[src/rtl/onchip_arb_pkg.sv]
// Shared constants and FSM state type for the two-port on-chip memory arbiter.
package onchip_arb_pkg;
  localparam int NUM_RQ       = 2;
  localparam int LOCK_TIMEOUT = 16;
  localparam int PERF_CNT_W   = 32;
  localparam int TMO_W        = $clog2(LOCK_TIMEOUT);

  typedef enum logic {ARB, LOCKED} arb_state_e;
endpackage

[src/rtl/onchip_arb_rr.sv]
// Two-way round-robin picker: on contention the port not granted most recently wins.
module onchip_arb_rr
  import onchip_arb_pkg::*;
(
  input  logic [NUM_RQ-1:0] requests,
  input  logic              pointer,
  output logic [NUM_RQ-1:0] grant
);
  always_comb begin
    grant = '0;
    if (requests[0] && requests[1]) grant[~pointer] = 1'b1;
    else                            grant = requests;
  end
endmodule

[src/rtl/pcie_cv_qsys_onchip_mem_arbiter.sv]
// Two-requester arbiter in front of a single-port on-chip RAM with lock support.
// Define ONCHIP_ARB_PERF_EN to add per-port grant/stall performance counters.
module pcie_cv_qsys_onchip_mem_arbiter
  import onchip_arb_pkg::*;
#(
  parameter  int ADDR_W = 10,
  parameter  int DATA_W = 32,
  localparam int BE_W   = DATA_W / 8
) (
  input  logic                     clk,
  input  logic                     reset,
  input  logic [2*ADDR_W-1:0]      rq_address,
  input  logic [2*BE_W-1:0]        rq_byteenable,
  input  logic [1:0]               rq_read,
  input  logic [1:0]               rq_write,
  input  logic [2*DATA_W-1:0]      rq_writedata,
  input  logic [1:0]               rq_lock,
  output logic [1:0]               rq_waitrequest,
  output logic [DATA_W-1:0]        rq_readdata,
  output logic [1:0]               rq_readdatavalid,
  output logic [ADDR_W-1:0]        mem_address,
  output logic [BE_W-1:0]          mem_byteenable,
  output logic [DATA_W-1:0]        mem_writedata,
  output logic                     mem_chipselect,
  output logic                     mem_write,
  output logic                     mem_clken,
  input  logic [DATA_W-1:0]        mem_readdata
`ifdef ONCHIP_ARB_PERF_EN
  ,
  output logic [NUM_RQ*PERF_CNT_W-1:0] perf_grant_cnt,
  output logic [NUM_RQ*PERF_CNT_W-1:0] perf_stall_cnt
`endif
);
  logic [NUM_RQ-1:0] req, rr_grant, grant, acc, rd_pend;
  arb_state_e        state;
  logic              owner, last, sel;
  logic [TMO_W-1:0]  tmo;

  assign req = rq_read | rq_write;

  onchip_arb_rr u_rr (.requests(req), .pointer(last), .grant(rr_grant));

  always_comb begin
    grant = '0;
    if (!reset) begin
      if (state == ARB) grant = rr_grant;
      else              grant[owner] = req[owner];
    end
  end

  assign acc            = req & grant;
  assign sel            = grant[1];
  assign rq_waitrequest = reset ? 2'b11 : (req & ~grant);

  assign mem_address    = sel ? rq_address[2*ADDR_W-1:ADDR_W]    : rq_address[ADDR_W-1:0];
  assign mem_byteenable = sel ? rq_byteenable[2*BE_W-1:BE_W]     : rq_byteenable[BE_W-1:0];
  assign mem_writedata  = sel ? rq_writedata[2*DATA_W-1:DATA_W]  : rq_writedata[DATA_W-1:0];
  assign mem_chipselect = |grant;
  assign mem_write      = |(grant & rq_write);
  assign mem_clken      = ~reset;

  assign rq_readdata      = mem_readdata;
  assign rq_readdatavalid = rd_pend;

  always_ff @(posedge clk or posedge reset) begin
    if (reset) begin
      state   <= ARB;
      owner   <= 1'b0;
      last    <= 1'b1;
      tmo     <= '0;
      rd_pend <= '0;
    end else begin
      // read+write together is a write, so it never returns data
      rd_pend <= acc & rq_read & ~rq_write;
      if (|acc) last <= acc[1];
      case (state)
        ARB: begin
          if (|(acc & rq_lock)) begin
            state <= LOCKED;
            owner <= acc[1];
            tmo   <= '0;
          end
        end
        LOCKED: begin
          if (acc[owner] && !rq_lock[owner]) begin
            state <= ARB;
          end else if (req[owner]) begin
            tmo <= '0;
          end else if (tmo == TMO_W'(LOCK_TIMEOUT - 1)) begin
            state <= ARB;
            last  <= owner;
            tmo   <= '0;
          end else begin
            tmo <= tmo + TMO_W'(1);
          end
        end
        default: state <= ARB;
      endcase
    end
  end

`ifdef ONCHIP_ARB_PERF_EN
  for (genvar i = 0; i < NUM_RQ; i++) begin : g_perf
    logic [PERF_CNT_W-1:0] gcnt, scnt;
    always_ff @(posedge clk or posedge reset) begin
      if (reset) begin
        gcnt <= '0;
        scnt <= '0;
      end else begin
        if (acc[i] && gcnt != '1)            gcnt <= gcnt + PERF_CNT_W'(1);
        if (rq_waitrequest[i] && scnt != '1) scnt <= scnt + PERF_CNT_W'(1);
      end
    end
    assign perf_grant_cnt[i*PERF_CNT_W +: PERF_CNT_W] = gcnt;
    assign perf_stall_cnt[i*PERF_CNT_W +: PERF_CNT_W] = scnt;
  end
`else
  // default build carries no performance counters
`endif
endmodule

[config.mk]
export PLATFORM = sky130hd
export DESIGN_NAME = pcie_cv_qsys_onchip_mem_arbiter
export DESIGN_NICKNAME = d
export VERILOG_FILES = /design/src/rtl/onchip_arb_pkg.sv /design/src/rtl/onchip_arb_rr.sv /design/src/rtl/pcie_cv_qsys_onchip_mem_arbiter.sv
export SDC_FILE = /design/constraint.sdc
export NUM_CORES = 1
export LEC_CHECK = 0
export ABC_AREA = 1
export ABC_CLOCK_PERIOD_IN_PS = 1350
export BUFFER_PORTS_ARGS = -buffer_cell sky130_fd_sc_hd__buf_4
export CAP_MARGIN = 5
export CORE_AREA = 3 3 82 84
export DETAILED_ROUTE_END_ITERATION = 12
export DIE_AREA = 0 0 85 87
export PLACE_DENSITY = 0.73
export SETUP_SLACK_MARGIN = 0.2
export SKIP_CTS_REPAIR_TIMING = 1
export SLEW_MARGIN = 5
export SYNTH_ARGS = -nofsm -noshare
export SYNTH_HDL_FRONTEND = slang
export SYNTH_SLANG_ARGS = --single-unit
[constraint.sdc]
create_clock -name clk -period 1.35 [get_ports clk]
set_clock_uncertainty 0.15 [all_clocks]
set_input_delay 0.135 -clock clk [delete_from_list [all_inputs] [get_ports clk]]
set_output_delay 0.135 -clock clk [all_outputs]
set_load 0.03 [all_outputs]
==> summary.txt <==
Worst setup path
  • Worst R2R Start: last
  • CP Capture Type: output pin
  • CP arrival: 1.65 ns
  • Worst Path Required: 1.07 ns
  • Worst Path Max Fanout: 5
  • Origin of the worst setup path: last
  • CP Launch Type: flop
  • Crit path kind: flop to output pin

Pwr
  • Static Leak: 1.844 nW
  • Power density cells: 1733 nW/um^2
  • PnR Total Power: 0.005910 W
  • Peak supply drop: 1010 uV

Yosys
  • Synth Instances: 259
  • Mapped Avg Cell Area: 5.348 sq um
  • Cell variety after synth: 20
  • Sequential share of the synthesized area: 16.35%
  • Adder-cell share of the synthesized area: 0.9033%
  • #FFs+latches synth: 9
  • Post-Synthesis Net Count: 392
  • Simple logic cell fraction of the synthesized area: 51.67%
  • Top FF cell, synth: dfrtp_1
  • Post-synth EDFFs: 0
  • Largest cells by area after synthesis: nand2_1, buf_4, dfrtp_1
  • Synth area leader: nand2_1
  • Count leader, synth: nand2_1
  • Top cell type's share of synthesized area: 42.55%
  • Mux cell area share after synthesis: 0%
  • Largest family of logic cells by synthesized area: simple AND/OR/NAND/NOR gates
  • Synth top cells by count: nand2_1, buf_4, nand3_1
  • Xor/xnor share of the synthesized area: 1.265%
  • Compound-Gate Fraction of Synth Area: 4.336%
  • Async set-or-reset flop fraction in the synthesized netlist: 100.0%
  • Warnings from Yosys: 0
  • Synth Cell Area: 1385 sq um

STA
  • Max Freq: 0.5160 GHz
  • Fin Setup TNS: -29.16 ns
  • Fin crit share: 143.5%
  • Worst Tran Pin Value: 0.2760 ns
  • Minimum clock period: 1.938 ns
  • Hold WS: -0.01877 ns
  • Max_slew headroom: 81.41%
  • Unrepaired setup endpoints after global routing: yes
  • Worst setup margin: -0.5879 ns
  • Final slew viol count: 0
  • Setup violators final: 58
  • Final count of hold timing violations: 1

Die
  • Die X: 85 um
  • Row count: 28
  • Die height: 87 um
  • Total core area: 5991 sq um
  • # IOs: 217
  • Die ar.: 7395 sq um
  • Starting density of the core: 23.12%

Cells and area
  • Diodes inserted: 0
  • Share of cells above drive strength 1: 73.70%
  • Final cell count without fillers: 478
  • NumNets Final: 537
  • Final Util: 56.91%
  • Area Growth Syn to Fin: 146.2%

Routing
  • DR vias: 2160
  • DR pass1 iterations: 4
  • Routed wire length per instance: 14.51 um
  • Via/cell ratio: 4.519
  • Starting DRT DRC Count: 41
  • Routed WL: 6.938 mm
  • Routed Antenna Nets: 0
  • Drt drc: 0

Global routing
  • Largest net degree at the start of global routing: 50
  • Grt ovf: 0
  • Total track usage: 14.61%
  • Antenna violations before repair: 0
  • First-pass GRT wire length: 8.928 mm
  • Vias in the first global route: 1979

Placed design
  • Port Buf Inserts: 152
  • Worst slack, placed: -0.3825 ns
  • Final HPWL DP: 4.911 mm
  • DP Cell Count: 462
  • Placer Congestion: 0.8059

Outcome
  • Outcome: finished with violations
  • Violated checks: hold timing, setup timing

Flow run
  • Max cap viols: 0

Hold path
  • Hold Startpoint: rq_read[1]
  • Min-delay worst type: primary input to flop

Clock tree
  • Clock buffer count from CTS: 3
  • Clk sink count: 9
  • Clk buf depth: 2
  • Worst skew pair latency: 0.24 ns
  • Clk slew on worst S/H paths: 0.05 ns
  • CTS tree: built
  • Clk Tree Root Cell: clkbuf_8
  • Htree depth: 1
## cell type report
type | instances | area, sq um
Multi-Input combinational cell | 197 | 1429
Fill cell | 545 | 2581
Inverter | 11 | 55.05
Clock inverter | 1 | 5.005
Timing Repair Buffer | 182 | 1558
Sequential cell | 9 | 227.7
Clock buffer | 3 | 41.29
Tap cell | 75 | 93.84
## critical path, stage by stage, from the launching register on
cell       delay (ns)
dfstp_2          0.53
nand2_1          0.05
nand2_1          0.06
nand2_2          0.09
nand2_8          0.13
buf_12           0.12
clkbuf_16        0.15
nand2_2          0.06
nand2_4          0.06
buf_4            0.15
## cell usage in the layout (no fill, tap or decap)
cell type	synthesis	layout
inv_2	2	1
nand2_4	0	57
clkbuf_8	0	3
dfrtp_1	8	7
dfrtp_2	0	1
a21oi_4	0	2
ha_1	1	1
dfstp_2	1	1
nor2_1	8	7
inv_1	9	7
clkinvlp_4	0	1
nand2_2	3	33
nand4_1	2	2
xor2_1	2	2
nand2_8	0	2
o21ai_1	2	1
buf_4	33	155
o21ai_2	0	4
nand2_1	157	68
dlygate4sd3_1	0	2
o21ai_4	0	1
nand3_1	12	6
buf_6	3	15
inv_8	0	1
buf_12	0	5
nand3_2	0	6
nor3_2	0	1
nor2_4	0	1
o21ai_0	6	2
inv_4	0	1
a31oi_1	1	1
buf_8	0	2
clkinv_2	0	1
clkbuf_16	0	3
## stage by stage
stage | hold WS (ns) | area (sq um)
floorplan | -0.03937 | 1831
global placement | 0.09654 | 2898
detailed placement | 0.09387 | 2898
CTS | -0.1689 | 2944
global route | -0.001059 | 3410
finish | -0.01877 | 3410
## where the power goes
group,switching (W),internal (W)
Combinational,0.00294,0.00219
Sequential,0.0000809,0.000364
Clock,0.000129,0.000203
## logic make-up (layout without fill, tap and decap cells)
kind of cell	Yosys count	after routing
and+or+nand+nor	183	183
buffers and inverters	53	197
AOI/OAI and AO/OA	11	11
DFF	9	9
xor gates and xnor gates	2	2
adders and majority gates	1	1
## metal layers
layer	global-route usage, %	share of wire, %	vias up
met5	0	0	-
met3	4.730	8.2	19
li1	-	-	1052
met1	15.40	34	981
met2	26.98	55	108
met4	5.468	2.0	0
## path summary, 6_finish.rpt
check / depth (start not counted) / slack [ns] / end
min: 3 / -0.02 / rq_readdatavalid[1]
max reg2reg: 10 / -0.30 / tmo[2]
max in group asynchronous: 4 / 0.49 / rq_readdatavalid[1]
max: 9 / -0.59 / mem_writedata[27]
min in group asynchronous: 4 / 0 / tmo[0]
min reg2reg: 2 / 0.41 / tmo[1]
## flip-flops by register name, summed over array words and instances (netlist names)
register / flops
state: 1
owner: 1
last: 1
rq_readdatavalid: 2
tmo: 4
Note: power is estimated with default switching activity, not from simulation.
